`src/rtl/uart_rx_cfg_if.sv`:
```
// FIFO read-side bundle of the configurable UART receiver.
// The receiver is the slave; the consumer drives rd_en as master.
interface uart_rx_cfg_if #(
    parameter int DATA_BITS = 8
);
    logic                 rd_en;
    logic [DATA_BITS-1:0] data_out;
    logic                 data_valid;
    logic                 fifo_full;

    modport master (
        output rd_en,
        input  data_out,
        input  data_valid,
        input  fifo_full
    );

    modport slave (
        input  rd_en,
        output data_out,
        output data_valid,
        output fifo_full
    );
endinterface

```
`src/rtl/uart_rx_cfg.sv`:
```
// Configurable UART receiver with mid-bit sampling, parity/stop checks,
// sticky overrun and a first-word-fall-through receive FIFO.
module uart_rx_cfg #(
    parameter int CLK_HZ     = 50000000,
    parameter int BAUD       = 57600,
    parameter int DATA_BITS  = 8,
    parameter int PARITY     = 0,
    parameter int STOP_BITS  = 1,
    parameter int FIFO_DEPTH = 4
) (
    input  logic          clk,
    input  logic          rst_n,
    input  logic          data_rx,
    input  logic          err_clr,
    uart_rx_cfg_if.slave  fifo,
    output logic          over_rx,
    output logic          frame_err,
    output logic          parity_err,
    output logic          overrun
);
    localparam int DIV = (CLK_HZ + BAUD / 2) / BAUD;
    localparam int CW  = (DIV > 1) ? $clog2(DIV) : 1;
    localparam int AW  = (FIFO_DEPTH > 1) ? $clog2(FIFO_DEPTH) : 1;
    localparam logic ODD = (PARITY == 1);

    typedef enum logic [2:0] {
        IDLE, START, DATA, PAR, STOP, WAIT_HI
    } state_t;

    state_t               state_q, state_d;
    logic [1:0]           sync_q;
    logic                 prev_q;
    logic [CW-1:0]        cnt_q, cnt_d;
    logic [2:0]           bit_q, bit_d;
    logic [DATA_BITS-1:0] shift_q, shift_d;
    logic                 perr_q, perr_d;

    logic [DATA_BITS-1:0] mem_q [FIFO_DEPTH];
    logic [AW-1:0]        wr_q, rd_q;
    logic [AW:0]          count_q, count_d;
    logic                 over_rx_q, frame_err_q, parity_err_q;
    logic                 overrun_q, overrun_d;

    logic rx_s, tick, good, ferr, perr_pulse;
    logic full, empty, push, pop, ovr_set;

    assign rx_s = sync_q[1];
    assign tick = (cnt_q == '0);

    always_comb begin
        state_d    = state_q;
        cnt_d      = cnt_q;
        bit_d      = bit_q;
        shift_d    = shift_q;
        perr_d     = perr_q;
        good       = 1'b0;
        ferr       = 1'b0;
        perr_pulse = 1'b0;
        if (state_q != IDLE && state_q != WAIT_HI) begin
            cnt_d = tick ? CW'(DIV - 1) : cnt_q - CW'(1);
        end
        unique case (state_q)
            IDLE: begin
                if (prev_q && !rx_s) begin
                    state_d = START;
                    cnt_d   = CW'(DIV / 2 - 1);
                end
            end
            START: begin
                if (tick) begin
                    if (rx_s) begin
                        state_d = IDLE;
                    end else begin
                        state_d = DATA;
                        bit_d   = '0;
                        perr_d  = 1'b0;
                    end
                end
            end
            DATA: begin
                if (tick) begin
                    shift_d = {rx_s, shift_q[DATA_BITS-1:1]};
                    if (bit_q == 3'(DATA_BITS - 1)) begin
                        bit_d   = '0;
                        state_d = (PARITY != 0) ? PAR : STOP;
                    end else begin
                        bit_d = bit_q + 3'd1;
                    end
                end
            end
            PAR: begin
                if (tick) begin
                    perr_d  = (^{shift_q, rx_s}) != ODD;
                    state_d = STOP;
                end
            end
            STOP: begin
                if (tick) begin
                    if (!rx_s) begin
                        ferr    = 1'b1;
                        state_d = WAIT_HI;
                    end else if (bit_q == 3'(STOP_BITS - 1)) begin
                        state_d    = IDLE;
                        perr_pulse = perr_q;
                        good       = !perr_q;
                    end else begin
                        bit_d = bit_q + 3'd1;
                    end
                end
            end
            WAIT_HI: begin
                if (rx_s) state_d = IDLE;
            end
        endcase
    end

    assign full    = (count_q == (AW+1)'(FIFO_DEPTH));
    assign empty   = (count_q == '0);
    assign pop     = fifo.rd_en && !empty;
    // A pop frees the slot the same cycle, so a full FIFO still accepts
    assign push    = good && (!full || pop);
    assign ovr_set = good && full && !pop;

    always_comb begin
        count_d = count_q;
        if (push && !pop) count_d = count_q + (AW+1)'(1);
        if (pop && !push) count_d = count_q - (AW+1)'(1);
        overrun_d = overrun_q;
        if (err_clr) overrun_d = 1'b0;
        if (ovr_set) overrun_d = 1'b1;
    end

    always_ff @(posedge clk or negedge rst_n) begin
        if (!rst_n) begin
            state_q      <= IDLE;
            sync_q       <= 2'b11;
            prev_q       <= 1'b1;
            cnt_q        <= '0;
            bit_q        <= '0;
            shift_q      <= '0;
            perr_q       <= 1'b0;
            wr_q         <= '0;
            rd_q         <= '0;
            count_q      <= '0;
            over_rx_q    <= 1'b0;
            frame_err_q  <= 1'b0;
            parity_err_q <= 1'b0;
            overrun_q    <= 1'b0;
            for (int i = 0; i < FIFO_DEPTH; i++) mem_q[i] <= '0;
        end else begin
            state_q      <= state_d;
            sync_q       <= {sync_q[0], data_rx};
            prev_q       <= rx_s;
            cnt_q        <= cnt_d;
            bit_q        <= bit_d;
            shift_q      <= shift_d;
            perr_q       <= perr_d;
            count_q      <= count_d;
            over_rx_q    <= push;
            frame_err_q  <= ferr;
            parity_err_q <= perr_pulse;
            overrun_q    <= overrun_d;
            if (push) begin
                mem_q[wr_q] <= shift_q;
                wr_q        <= wr_q + AW'(1);
            end
            if (pop) rd_q <= rd_q + AW'(1);
        end
    end

    assign fifo.data_out   = mem_q[rd_q];
    assign fifo.data_valid = !empty;
    assign fifo.fifo_full  = full;
    assign over_rx         = over_rx_q;
    assign frame_err       = frame_err_q;
    assign parity_err      = parity_err_q;
    assign overrun         = overrun_q;
endmodule
```
`src/flat_wrapper.sv`:
```
// flat-port wrapper written by rule: the top's interface ports become plain ports
module uart_rx_cfg_flat 
#(
    parameter int CLK_HZ     = 50000000,
    parameter int BAUD       = 57600,
    parameter int DATA_BITS  = 8,
    parameter int PARITY     = 0,
    parameter int STOP_BITS  = 1,
    parameter int FIFO_DEPTH = 4
)
  (clk, rst_n, data_rx, err_clr, over_rx, frame_err, parity_err, overrun, fifo_rd_en, fifo_data_out, fifo_data_valid, fifo_fifo_full);
  uart_rx_cfg_if #(.DATA_BITS(DATA_BITS)) fifo_i ();
  input  logic clk;
  input  logic rst_n;
  input  logic data_rx;
  input  logic err_clr;
  output logic over_rx;
  output logic frame_err;
  output logic parity_err;
  output logic overrun;
  input wire logic [$bits(fifo_i.rd_en)-1:0] fifo_rd_en;
  output wire logic [$bits(fifo_i.data_out)-1:0] fifo_data_out;
  output wire logic [$bits(fifo_i.data_valid)-1:0] fifo_data_valid;
  output wire logic [$bits(fifo_i.fifo_full)-1:0] fifo_fifo_full;
  assign fifo_i.rd_en = fifo_rd_en;
  assign fifo_data_out = fifo_i.data_out;
  assign fifo_data_valid = fifo_i.data_valid;
  assign fifo_fifo_full = fifo_i.fifo_full;
  uart_rx_cfg #(.CLK_HZ(CLK_HZ), .BAUD(BAUD), .DATA_BITS(DATA_BITS), .PARITY(PARITY), .STOP_BITS(STOP_BITS), .FIFO_DEPTH(FIFO_DEPTH)) u_core (.clk(clk), .rst_n(rst_n), .data_rx(data_rx), .err_clr(err_clr), .fifo(fifo_i), .over_rx(over_rx), .frame_err(frame_err), .parity_err(parity_err), .overrun(overrun));
endmodule
```
`config.mk`:
```
export PLATFORM = sky130hd
export DESIGN_NAME = uart_rx_cfg_flat
export DESIGN_NICKNAME = d
export VERILOG_FILES = /design/src/rtl/uart_rx_cfg_if.sv /design/src/rtl/uart_rx_cfg.sv /design/src/flat_wrapper.sv
export SDC_FILE = /design/constraint.sdc
export NUM_CORES = 1
export LEC_CHECK = 0
export BUFFER_PORTS_ARGS = -buffer_cell sky130_fd_sc_hd__buf_2
export CORE_ASPECT_RATIO = 1.2
export CORE_UTILIZATION = 53
export CTS_BUF_LIST = sky130_fd_sc_hd__clkbuf_8
export DETAILED_ROUTE_END_ITERATION = 12
export PLACE_DENSITY = 0.77
export SLEW_MARGIN = 20
export SYNTH_ARGS = -nofsm -noshare
export SYNTH_HDL_FRONTEND = slang
export SYNTH_SLANG_ARGS = --single-unit
```
`constraint.sdc`:
```
create_clock -name clk -period 2.65 [get_ports clk]
set_input_delay 0.1325 -clock clk [delete_from_list [all_inputs] [get_ports clk]]
set_output_delay 0.1325 -clock clk [all_outputs]
set_load 0.05 [all_outputs]
```
==> metrics.md, run 1 <==
| Metric | Value |
|---|---|
| CP endpoint kind | register |
| Largest net degree at the start of global routing | 29 |
| Core area | 6167 um2 |
| Clock skew | 0.007370 ns |
| Crit Path Class | register to register |
| Mapped cell area | 3450 um2 |
| Yosys reg bits | 71 |
| Area Overhead vs Synth | 14.51% |
| First-pass GRT wire length | 10610 um |
| Dpl ws | -0.01840 ns |
| MaxCap Viol Count | 0 |
| Num ports | 19 |
| TNS Setup | 0 ns |
| Combinational share of power | 26.9% |
| Vias in the first global route | 2188 |
| Asr flop ratio synth | 100.0% |
| Final setup margin | 0.01775 ns |
| Detailed-route wire length per cell | 15.49 um |
| Slew at the pin closest to its max-slew limit | 0.6585 ns |
| Initial core utilization | 55.93% |
| Clock latency on the worst-skew pair | 0.34 ns |
| Top post-synthesis cells by count | dfrtp_1 (68), mux2_2 (41), nand2_1 (15) |
| Crit-path slowest cell | or4_4 |
| WP buf/inv | 1 |
| Pre-Repair DR Iteration Count | 4 |
| RSZ-0062 raised after global routing | yes |
| Layout Nets | 326 |
| Final Hold Vio Count | 0 |
| Total power | 2.844 mW |
| Synth Net Count | 286 |
| Synth cell types | 48 |
| NetSw | 0.9849 mW |
| Worst slew margin | 56.10% |
| Clock input transition at the sequential cells of the worst setup and hold paths | 0.08 ns |
| Residual DRC | 0 |
| Total CTS buffers | 9 |
| Most numerous cell in the Yosys netlist | dfrtp_1 |
| Area share of the largest cell type after synthesis | 49.33% |
| Final HPWL DP | 4361 um |
| CP Max Fanout | 2 |
| Gpl congestion | 0.7926 |
| Die width | 75.65 um |
| Clk root buf | clkbuf_8 |
| Antenna Cells | 0 |
| Most frequent CP cell | or4_4 |
| Die area | 6836 um2 |
| Sequential cell area fraction in the yosys report | 51.61% |
| Post-Route WL | 6166 um |
| Worst Path Arrival | 2.90 ns |
| Ys Warns | 0 |
| Number of DRC markers in iteration 0 | 120 |
| Post-synth EDFFs | 0 |
| Endpoints failing setup | 0 |
| Clk sink count | 71 |
| FP Rows | 31 |
| CTS tree | yes |
| Ranking of synthesized cells by area | dfrtp_1 (49%), mux2_2 (13%), mux4_2 (5.2%) |
| PortBufs | 18 |
| Slowest stage delay, CP | 0.54 ns |
| Global route overflow | 0 |
| Seq pwr share | 47.3% |
| Worst Hold Class | input port to register |
| Final Cycle Share | 99.33% |
| Hold_ws | 0.06480 ns |
| Initial antenna violation count | 0 |
| Global-route usage over all layers | 20.65% |
| Clock Path Buffers | 2 |
| Yosys top cell by area | dfrtp_1 |
| Sw frac | 34.63% |
| Crit path cell chain | or4_4, or3_4, or4_4, ha_4, inv_2, fa_1, mux2i_1 |
| PD cells | 719.9 nW/um2 |
| Pins Over Slew Limit | 0 |
| DR vias | 2178 |
| Syn Area/Cell | 12.73 um2 |
| Die Span Y | 90.38 um |
| CP top delay family | simple AND/OR/NAND/NOR gates |
| Ys flop type | dfrtp_1 |
| Layout cells sized above 1 | 37.97% |
| Routed Antenna Nets | 0 |
| Clk pwr share | 25.8% |
| Post-layout util | 64.05% |
| Status | completed |
| Cell count after synthesis | 271 |
| Fin crit period | 2.632 ns |
| Maximum clock rate | 0.3799 GHz |
| Internal power | 1.859 mW |
| H-tree depth | 3 |
| WP data required | 2.91 ns |
| Fill cells | 461 |
| Crit path launch type | register |
| P_leak | 1.934 nW |
| Routed vias/inst | 5.472 |
| Maximum VDD drop | 441.5 uV |
## worst paths after layout
check	slack [ns]	start	cells after the start	end
max	0.02	u_core.cnt_q[7]$_DFF_PN0_	7	u_core.count_q[1]$_DFFE_PN0P_
max in group asynchronous	1.54	rst_n	3	u_core.mem_q[20]$_DFFE_PN0P_
max reg2reg	0.02	u_core.cnt_q[7]$_DFF_PN0_	7	u_core.count_q[1]$_DFFE_PN0P_
min in group asynchronous	0.34	rst_n	2	u_core.mem_q[25]$_DFFE_PN0P_
min reg2reg	0.36	u_core.sync_q[0]$_DFF_PN1_	0	u_core.sync_q[1]$_DFF_PN1_
min	0.06	err_clr	3	u_core.overrun$_DFFE_PN0P_
## per-layer routing
metal,part of all wire (%),global-route usage (%),vias to the layer above
met2,53,32.74,27
met1,44,27.58,1091
li1,-,-,1050
met5,0,0,-
met4,1.8,7.870,0
met3,2.0,4.018,10
## cell type report
type                    count  area [um2]  share of cell area (%)
well taps                  82       102.6                   2.597
repair buffers             37       237.7                   6.018
inverters                  14       52.55                   1.330
clock buffers               9       123.9                   3.136
flip-flops and latches     71        1780                   45.07
multi-input cells         178        1612                   40.80
clock inverters             7       41.29                   1.045
## layout by cell type, fill, tap and decap left out, types with 3 or more instances in the layout
cell type,n
or2_2,3
nor3_1,6
buf_2,18
a21oi_1,6
nand2_4,4
dfrtp_1,68
o21ai_0,8
nand2b_1,5
buf_4,17
nand2_1,15
clkinv_2,4
or4_4,3
inv_1,14
xnor2_1,11
or3_1,3
nand3_1,5
xor2_1,9
clkbuf_8,9
mux4_2,8
dfstp_2,3
ha_1,8
o221ai_1,3
mux2_2,41
nor2_1,8
## kinds of logic after synthesis
| kind of cell | share of synthesized area, % |
|---|---|
| mux | 19.51 |
| fa+ha+maj | 3.845 |
| xor+xnor | 5.078 |
| simple gates | 12.22 |
| compound gates | 5.332 |
| buf+inv | 2.394 |
| flops | 51.61 |
## worst register-to-register path, stage by stage (launching register included)
cell and delay, ns:
dfrtp_1 0.38, or4_4 0.54, or3_4 0.40, or4_4 0.44
ha_4 0.18, inv_2 0.05, fa_1 0.42, mux2i_1 0.16
## power by group through the flow
stage	sequential (mW)	clock, mW	combinational, mW
final	1.34	0.734	0.766
after global routing	1.36	0.814	0.843
after CTS	1.34	0.754	0.765
after detailed placement	1.36	0	0.756
after global placement	1.35	0	0.722
after floorplan	1.28	0	0.624
## state kept, by name, summed over array words and instances (netlist names)
name and flops:
u_core.cnt_q 10, u_core.state_q 3, u_core.perr_q 1, u_core.frame_err 1, u_core.bit_q 3, u_core.over_rx 1, u_core.prev_q 1, u_core.sync_q 2
u_core.count_q 3, u_core.shift_q 8, u_core.mem_q 32, u_core.wr_q 2, u_core.rd_q 2, u_core.parity_err 1, u_core.overrun 1
## metrics by stage
stage                     area [um2]  instances
final                           3950        398
after CTS                       3931        396
after floorplan                 3471        271
after global routing            3950        398
after detailed placement        3731        376
after global placement          3731        376
## repair_timing
item / CTS / global route
hold endpoints to repair: 27 / 0
gates resized for setup: 0 / 2
endpoints found under the setup margin: 2 / 2
setup buffers: 2 / 2
gates cloned: 0 / 0
hold buffers: 2 / 0
(Power assumes the default switching activity.)
==> run 2: changes to the inputs <==
Settings changed: HOLD_SLACK_MARGIN set to 0.12, PLACE_DENSITY 0.77 to 0.82.
==> metrics.md, run 2 (synthesis results as in run 1) <==
| Metric | Value |
|---|---|
| Failing checks | negative setup slack |
| Clock Path Buffers | 2 |
| Layout cells sized above 1 | 38.10% |
| Detailed-route wire length per cell | 16.48 um |
| Most frequent cells in the layout | dfrtp_1 (68), mux2_2 (41), buf_2 (18), nand2_1 (15), buf_4 (15) |
| Slew at the pin closest to its max-slew limit | 0.7319 ns |
| First-pass GRT wire length | 10820 um |
| Hold_ws | 0.2684 ns |
| Num ports | 19 |
| Routed Antenna Nets | 0 |
| Final instance area | 3983 um2 |
| Worst Path Arrival | 2.93 ns |
| Initial antenna violation count | 0 |
| Pre-Repair DR Iteration Count | 4 |
| Global-route usage over all layers | 21.50% |
| WP buf/inv | 1 |
| Final setup margin | -0.04236 ns |
| Status | finished, violations left |
| Pins Over Slew Limit | 0 |
| DR vias | 2228 |
| Core area | 6167 um2 |
| Gpl congestion | 0.8287 |
| Biggest register | u_core.mem_q |
| Vias in the first global route | 2286 |
| Clock skew | 0.01245 ns |
| CP top delay family | simple AND/OR/NAND/NOR gates |
| Antenna Cells | 0 |
| Initial core utilization | 55.93% |
| Top flop regs | u_core.mem_q: 32 flops, u_core.cnt_q: 10 flops, u_core.shift_q: 8 flops |
| Layout Nets | 325 |
| RSZ-0062 raised after global routing | yes |
| Die area | 6836 um2 |
| Clk root buf | clkbuf_8 |
| WP data required | 2.89 ns |
| Global route overflow | 0 |
| Post-Route WL | 6542 um |
| Max reg flops | 32 |
| Fill cells | 458 |
| Number of DRC markers in iteration 0 | 133 |
| Largest net degree at the start of global routing | 33 |
| CP endpoint kind | register |
| MaxCap Viol Count | 0 |
| Crit-path slowest cell | or4_4 |
| Crit path launch type | register |
| Routed vias/inst | 5.612 |
| Area Overhead vs Synth | 15.45% |
| Maximum clock rate | 0.3714 GHz |
| CP Max Fanout | 2 |
| CTS tree | yes |
| Clock input transition at the sequential cells of the worst setup and hold paths | 0.08 ns |
| Number of buffers added for setup after CTS | 0 |
| Worst Hold Class | input port to register |
| H-tree depth | 3 |
| Die width | 75.65 um |
| Worst slew margin | 51.20% |
| Crit Path Class | register to register |
| Endpoints failing setup | 1 |
| Post-DP Area | 3746 um2 |
| Slowest stage delay, CP | 0.55 ns |
| Clock latency on the worst-skew pair | 0.35 ns |
| PD cells | 744.7 nW/um2 |
| P_leak | 1.924 nW |
| Die Span Y | 90.38 um |
| Clk sink count | 71 |
| Maximum VDD drop | 446.4 uV |
| Leading cell type in the layout, fill and taps excluded | dfrtp_1 |
| Total CTS buffers | 9 |
| Final HPWL DP | 4526 um |
| FP Rows | 31 |
| Residual DRC | 0 |
| Fin crit period | 2.692 ns |
| Final Hold Vio Count | 0 |
| Final Cycle Share | 101.6% |
| PortBufs | 18 |
| Crit path cell chain | or4_4, or3_4, or4_4, ha_4, inv_2, fa_1, xor2_1, nor2_1, xor2_1 |
## run 2: worst reg2reg max path, cell delays in order, from the launching register on
cell     delay, ns
dfrtp_1       0.39
or4_4         0.55
or3_4         0.40
or4_4         0.45
ha_4          0.18
inv_2         0.05
fa_1          0.18
xor2_1        0.18
nor2_1        0.08
xor2_1        0.14
## run 2: layer usage
layer | GRT usage [%] | routed length [um]
met1 | 25.77 | 2772
met2 | 36.16 | 3456
met3 | 4.241 | 173
met4 | 10.03 | 140
met5 | 0 | 0
## run 2: final timing paths
path	start	to	slack, ns	depth (start not counted)
worst min register to register	u_core.sync_q[0]$_DFF_PN1_	u_core.sync_q[1]$_DFF_PN1_	0.36	0
min in group asynchronous	rst_n	u_core.cnt_q[0]$_DFF_PN0_	0.37	2
max in group asynchronous	rst_n	u_core.mem_q[22]$_DFFE_PN0P_	1.51	3
worst max-delay path	u_core.cnt_q[7]$_DFF_PN0_	u_core.count_q[2]$_DFFE_PN0P_	-0.04	9
worst min-delay path	fifo_rd_en	u_core.rd_q[0]$_DFFE_PN0P_	0.27	3
worst max register to register	u_core.cnt_q[7]$_DFF_PN0_	u_core.count_q[2]$_DFFE_PN0P_	-0.04	9
## run 2: power breakdown
part / switching [mW] / leakage (nW) / internal [mW] / total, mW
clock network: 0.417 / 0.0875 / 0.433 / 0.850
logic: 0.431 / 0.895 / 0.339 / 0.770
registers: 0.156 / 0.942 / 1.19 / 1.35
total: 1.00 / 1.92 / 1.96 / 2.97
## run 2: what timing repair did
item,in CTS,in global routing
gates resized for setup,0,3
pin swaps,1,0
endpoints found under the setup margin,1,5
endpoints found under the hold margin,29,0
hold buffers,3,0
cloned,0,0
## run 2: through the flow
step / worst slack [ns] / cells / utilization (%) / power [mW] / setup TNS, ns
detailed placement: -0.05303 / 378 / 60.74 / 2.124 / -0.05303
finish: -0.04236 / 397 / 64.58 / 2.966 / -0.04236
floorplan: 0.01669 / 271 / - / 1.902 / 0
global route: -0.09364 / 397 / 64.58 / 3.141 / -0.09364
CTS: -0.06425 / 397 / 64.44 / 2.979 / -0.06425
global placement: 0.07144 / 378 / 60.74 / 2.082 / 0
## run 2: final cells by class
type	count	area, um2	share of cell area, %
multi-input combinational	178	1617	40.59
timing repair buffer	36	232.7	5.844
clock buffer	9	123.9	3.110
inverter	14	52.55	1.320
tap	82	102.6	2.576
clock inverter	7	73.82	1.854
sequential	71	1780	44.71
==> run 3: changes to the inputs <==
Settings changed: CORE_ASPECT_RATIO 1.2 to 0.5, MAX_ROUTING_LAYER set to met4.
==> metrics.md, run 3 (synthesis results as in run 1) <==
| Metric | Value |
|---|---|
| Final HPWL DP | 4455 um |
| Crit Path Class | register to register |
| Combinational share of power | 25.8% |
| FP Rows | 20 |
| Biggest register | u_core.mem_q |
| Die area | 6855 um2 |
| Global route overflow | 0 |
| DR vias | 2195 |
| Pre-Repair DR Iteration Count | 4 |
| Clk pwr share | 29.1% |
| WP buf/inv | 1 |
| R2R cell count | 9 |
| Fin crit period | 2.620 ns |
| RSZ-0062 raised after global routing | yes |
| WHS Path Cells | 3 |
| R2r endpoint | u_core.count_q[2]$_DFFE_PN0P_ |
| CP top delay family | simple AND/OR/NAND/NOR gates |
| Clock skew | 0.006134 ns |
| Status | completed |
| Min-Delay Endpoint | u_core.overrun$_DFFE_PN0P_ |
| Slowest stage delay, CP | 0.54 ns |
| Maximum VDD drop | 354.4 uV |
| Post-Route WL | 6517 um |
| Pins Over Slew Limit | 0 |
| Fill cells | 454 |
| Max reg flops | 32 |
| Slew at the pin closest to its max-slew limit | 0.8030 ns |
| Internal power | 1.957 mW |
| Worst Path Arrival | 2.86 ns |
| WP data required | 2.89 ns |
| Die Span Y | 59.05 um |
| Crit path launch type | register |
| First-pass GRT wire length | 11030 um |
| Reg2reg setup slack | 0.03 ns |
| Most frequent cells in the layout | dfrtp_1 (68), mux2_2 (41), buf_2 (18), nand2_1 (15), inv_1 (14) |
| Seq pwr share | 45.1% |
| PortBufs | 18 |
| Crit path cell chain | or4_4, or3_4, or4_4, ha_4, inv_2, fa_1, xor2_1, nor2_1, xor2_1 |
| Clock Path Buffers | 2 |
| Detailed-route wire length per cell | 16.25 um |
| Maximum clock rate | 0.3817 GHz |
| Area Overhead vs Synth | 15.45% |
| Num ports | 19 |
| Number of DRC markers in iteration 0 | 150 |
| Sw frac | 33.95% |
| Worst Hold Class | input port to register |
| Hold path start | fifo_rd_en |
| Clk sink count | 71 |
| Multi-input logic area | 1612 um2 |
| Crit-path slowest cell | or4_4 |
| Post-Layout Cell Count | 401 |
| Gpl congestion | 0.8762 |
| NetSw | 1.006 mW |
| Post-layout util | 64.43% |
| PD cells | 743.9 nW/um2 |
| Initial core utilization | 55.81% |
| P_leak | 1.922 nW |
| MaxCap Viol Count | 0 |
| Layout cells sized above 1 | 37.06% |
| Final Cycle Share | 98.85% |
| CP Max Fanout | 2 |
| Top flop regs | u_core.mem_q: 32 flops, u_core.cnt_q: 10 flops, u_core.shift_q: 8 flops |
| Vias in the first global route | 2282 |
| CTS tree | yes |
| Leading cell type in the layout, fill and taps excluded | dfrtp_1 |
| Placed Instances | 381 |
| Layout Nets | 323 |
| Worst slew margin | 46.47% |
| Largest net degree at the start of global routing | 39 |
| Clock input transition at the sequential cells of the worst setup and hold paths | 0.08 ns |
| Routed vias/inst | 5.474 |
| H-tree depth | 3 |
| Total CTS buffers | 9 |
| Die width | 116.1 um |
| Global-route usage over all layers | 22.94% |
| Clk root buf | clkbuf_8 |
| Core area | 6181 um2 |
| Initial antenna violation count | 0 |
| Routed Antenna Nets | 0 |
| Worst r2r src | u_core.cnt_q[7]$_DFF_PN0_ |
| Endpoints failing setup | 0 |
| Final Hold Vio Count | 0 |
| Antenna Cells | 0 |
| Storage cell area | 1780 um2 |
| Clock latency on the worst-skew pair | 0.36 ns |
| Residual DRC | 0 |
| CP endpoint kind | register |
run 3: changes by cell type in the layout (fill, tap and decap cells not counted), sizes merged:
cell,before,now
buf,33,31
clkinvlp,4,3
inv,14,16
clkinv,2,1
run 3: worst max path at each step:
stage	endpoint	slack (ns)	start	cells after the start
2_1_floorplan	u_core.count_q[2]$_DFFE_PN0P_	0.02	u_core.cnt_q[6]$_DFF_PN0_	9
3_3_place_gp	u_core.count_q[2]$_DFFE_PN0P_	0.07	u_core.cnt_q[6]$_DFF_PN0_	9
3_5_place_dp	u_core.count_q[2]$_DFFE_PN0P_	0.03	u_core.cnt_q[6]$_DFF_PN0_	9
4_1_cts	u_core.count_q[2]$_DFFE_PN0P_	0.02	u_core.cnt_q[6]$_DFF_PN0_	9
5_1_grt	u_core.count_q[2]$_DFFE_PN0P_	-0.03	u_core.cnt_q[7]$_DFF_PN0_	9
6_report	u_core.count_q[2]$_DFFE_PN0P_	0.03	u_core.cnt_q[7]$_DFF_PN0_	9
run 3: area by class of cell:
class	count	share of cell area, %
Clock buffer	9	3.110
Multi-Input combinational cell	178	40.47
Clock inverter	7	1.854
Inverter	14	1.320
Tap cell	88	2.765
Sequential cell	71	44.71
Timing Repair Buffer	34	5.781
run 3: what timing repair did:
item | in CTS | in global routing
endpoints found under the hold margin | 32 | 0
endpoints found under the setup margin | 0 | 2
buffers inserted | 0 | 1
resized for setup | 0 | 2
hold buffers | 3 | 0
run 3: tightest hold or removal path: stages:
cell and delay, ns:
buf_2 0.08, nor2b_1 0.08, a32o_1 0.25
run 3: layer usage:
metal	part of all wire (%)	up-vias	wire length (um)	track usage, %
li1	-	1034	-	-
met1	45	1119	2913	26.99
met2	50	36	3288	37.24
met3	3.7	6	240	8.180
met4	1.1	0	74	7.692
met5	0	-	0	-
run 3: per-stage QoR:
step	setup slack (ns)	instance area [um2]	hold slack (ns)	power (mW)	TNS (ns)
floorplan	0.01669	3471	-0.1631	1.902	0
global placement	0.06822	3744	0.2342	2.060	0
detailed placement	0.02799	3744	0.2418	2.109	0
CTS	0.02012	3971	0.2090	2.975	0
global route	-0.02859	3983	0.2293	3.135	-0.03995
finish	0.03036	3983	0.2178	2.963	0
run 3: power by group through the flow:
stage               Combinational [mW]  Sequential [mW]  Clock (mW)
finish                           0.764             1.34       0.863
global route                     0.842             1.36       0.935
CTS                              0.758             1.34       0.881
detailed placement               0.753             1.36           0
global placement                 0.710             1.35           0
floorplan                        0.624             1.28           0
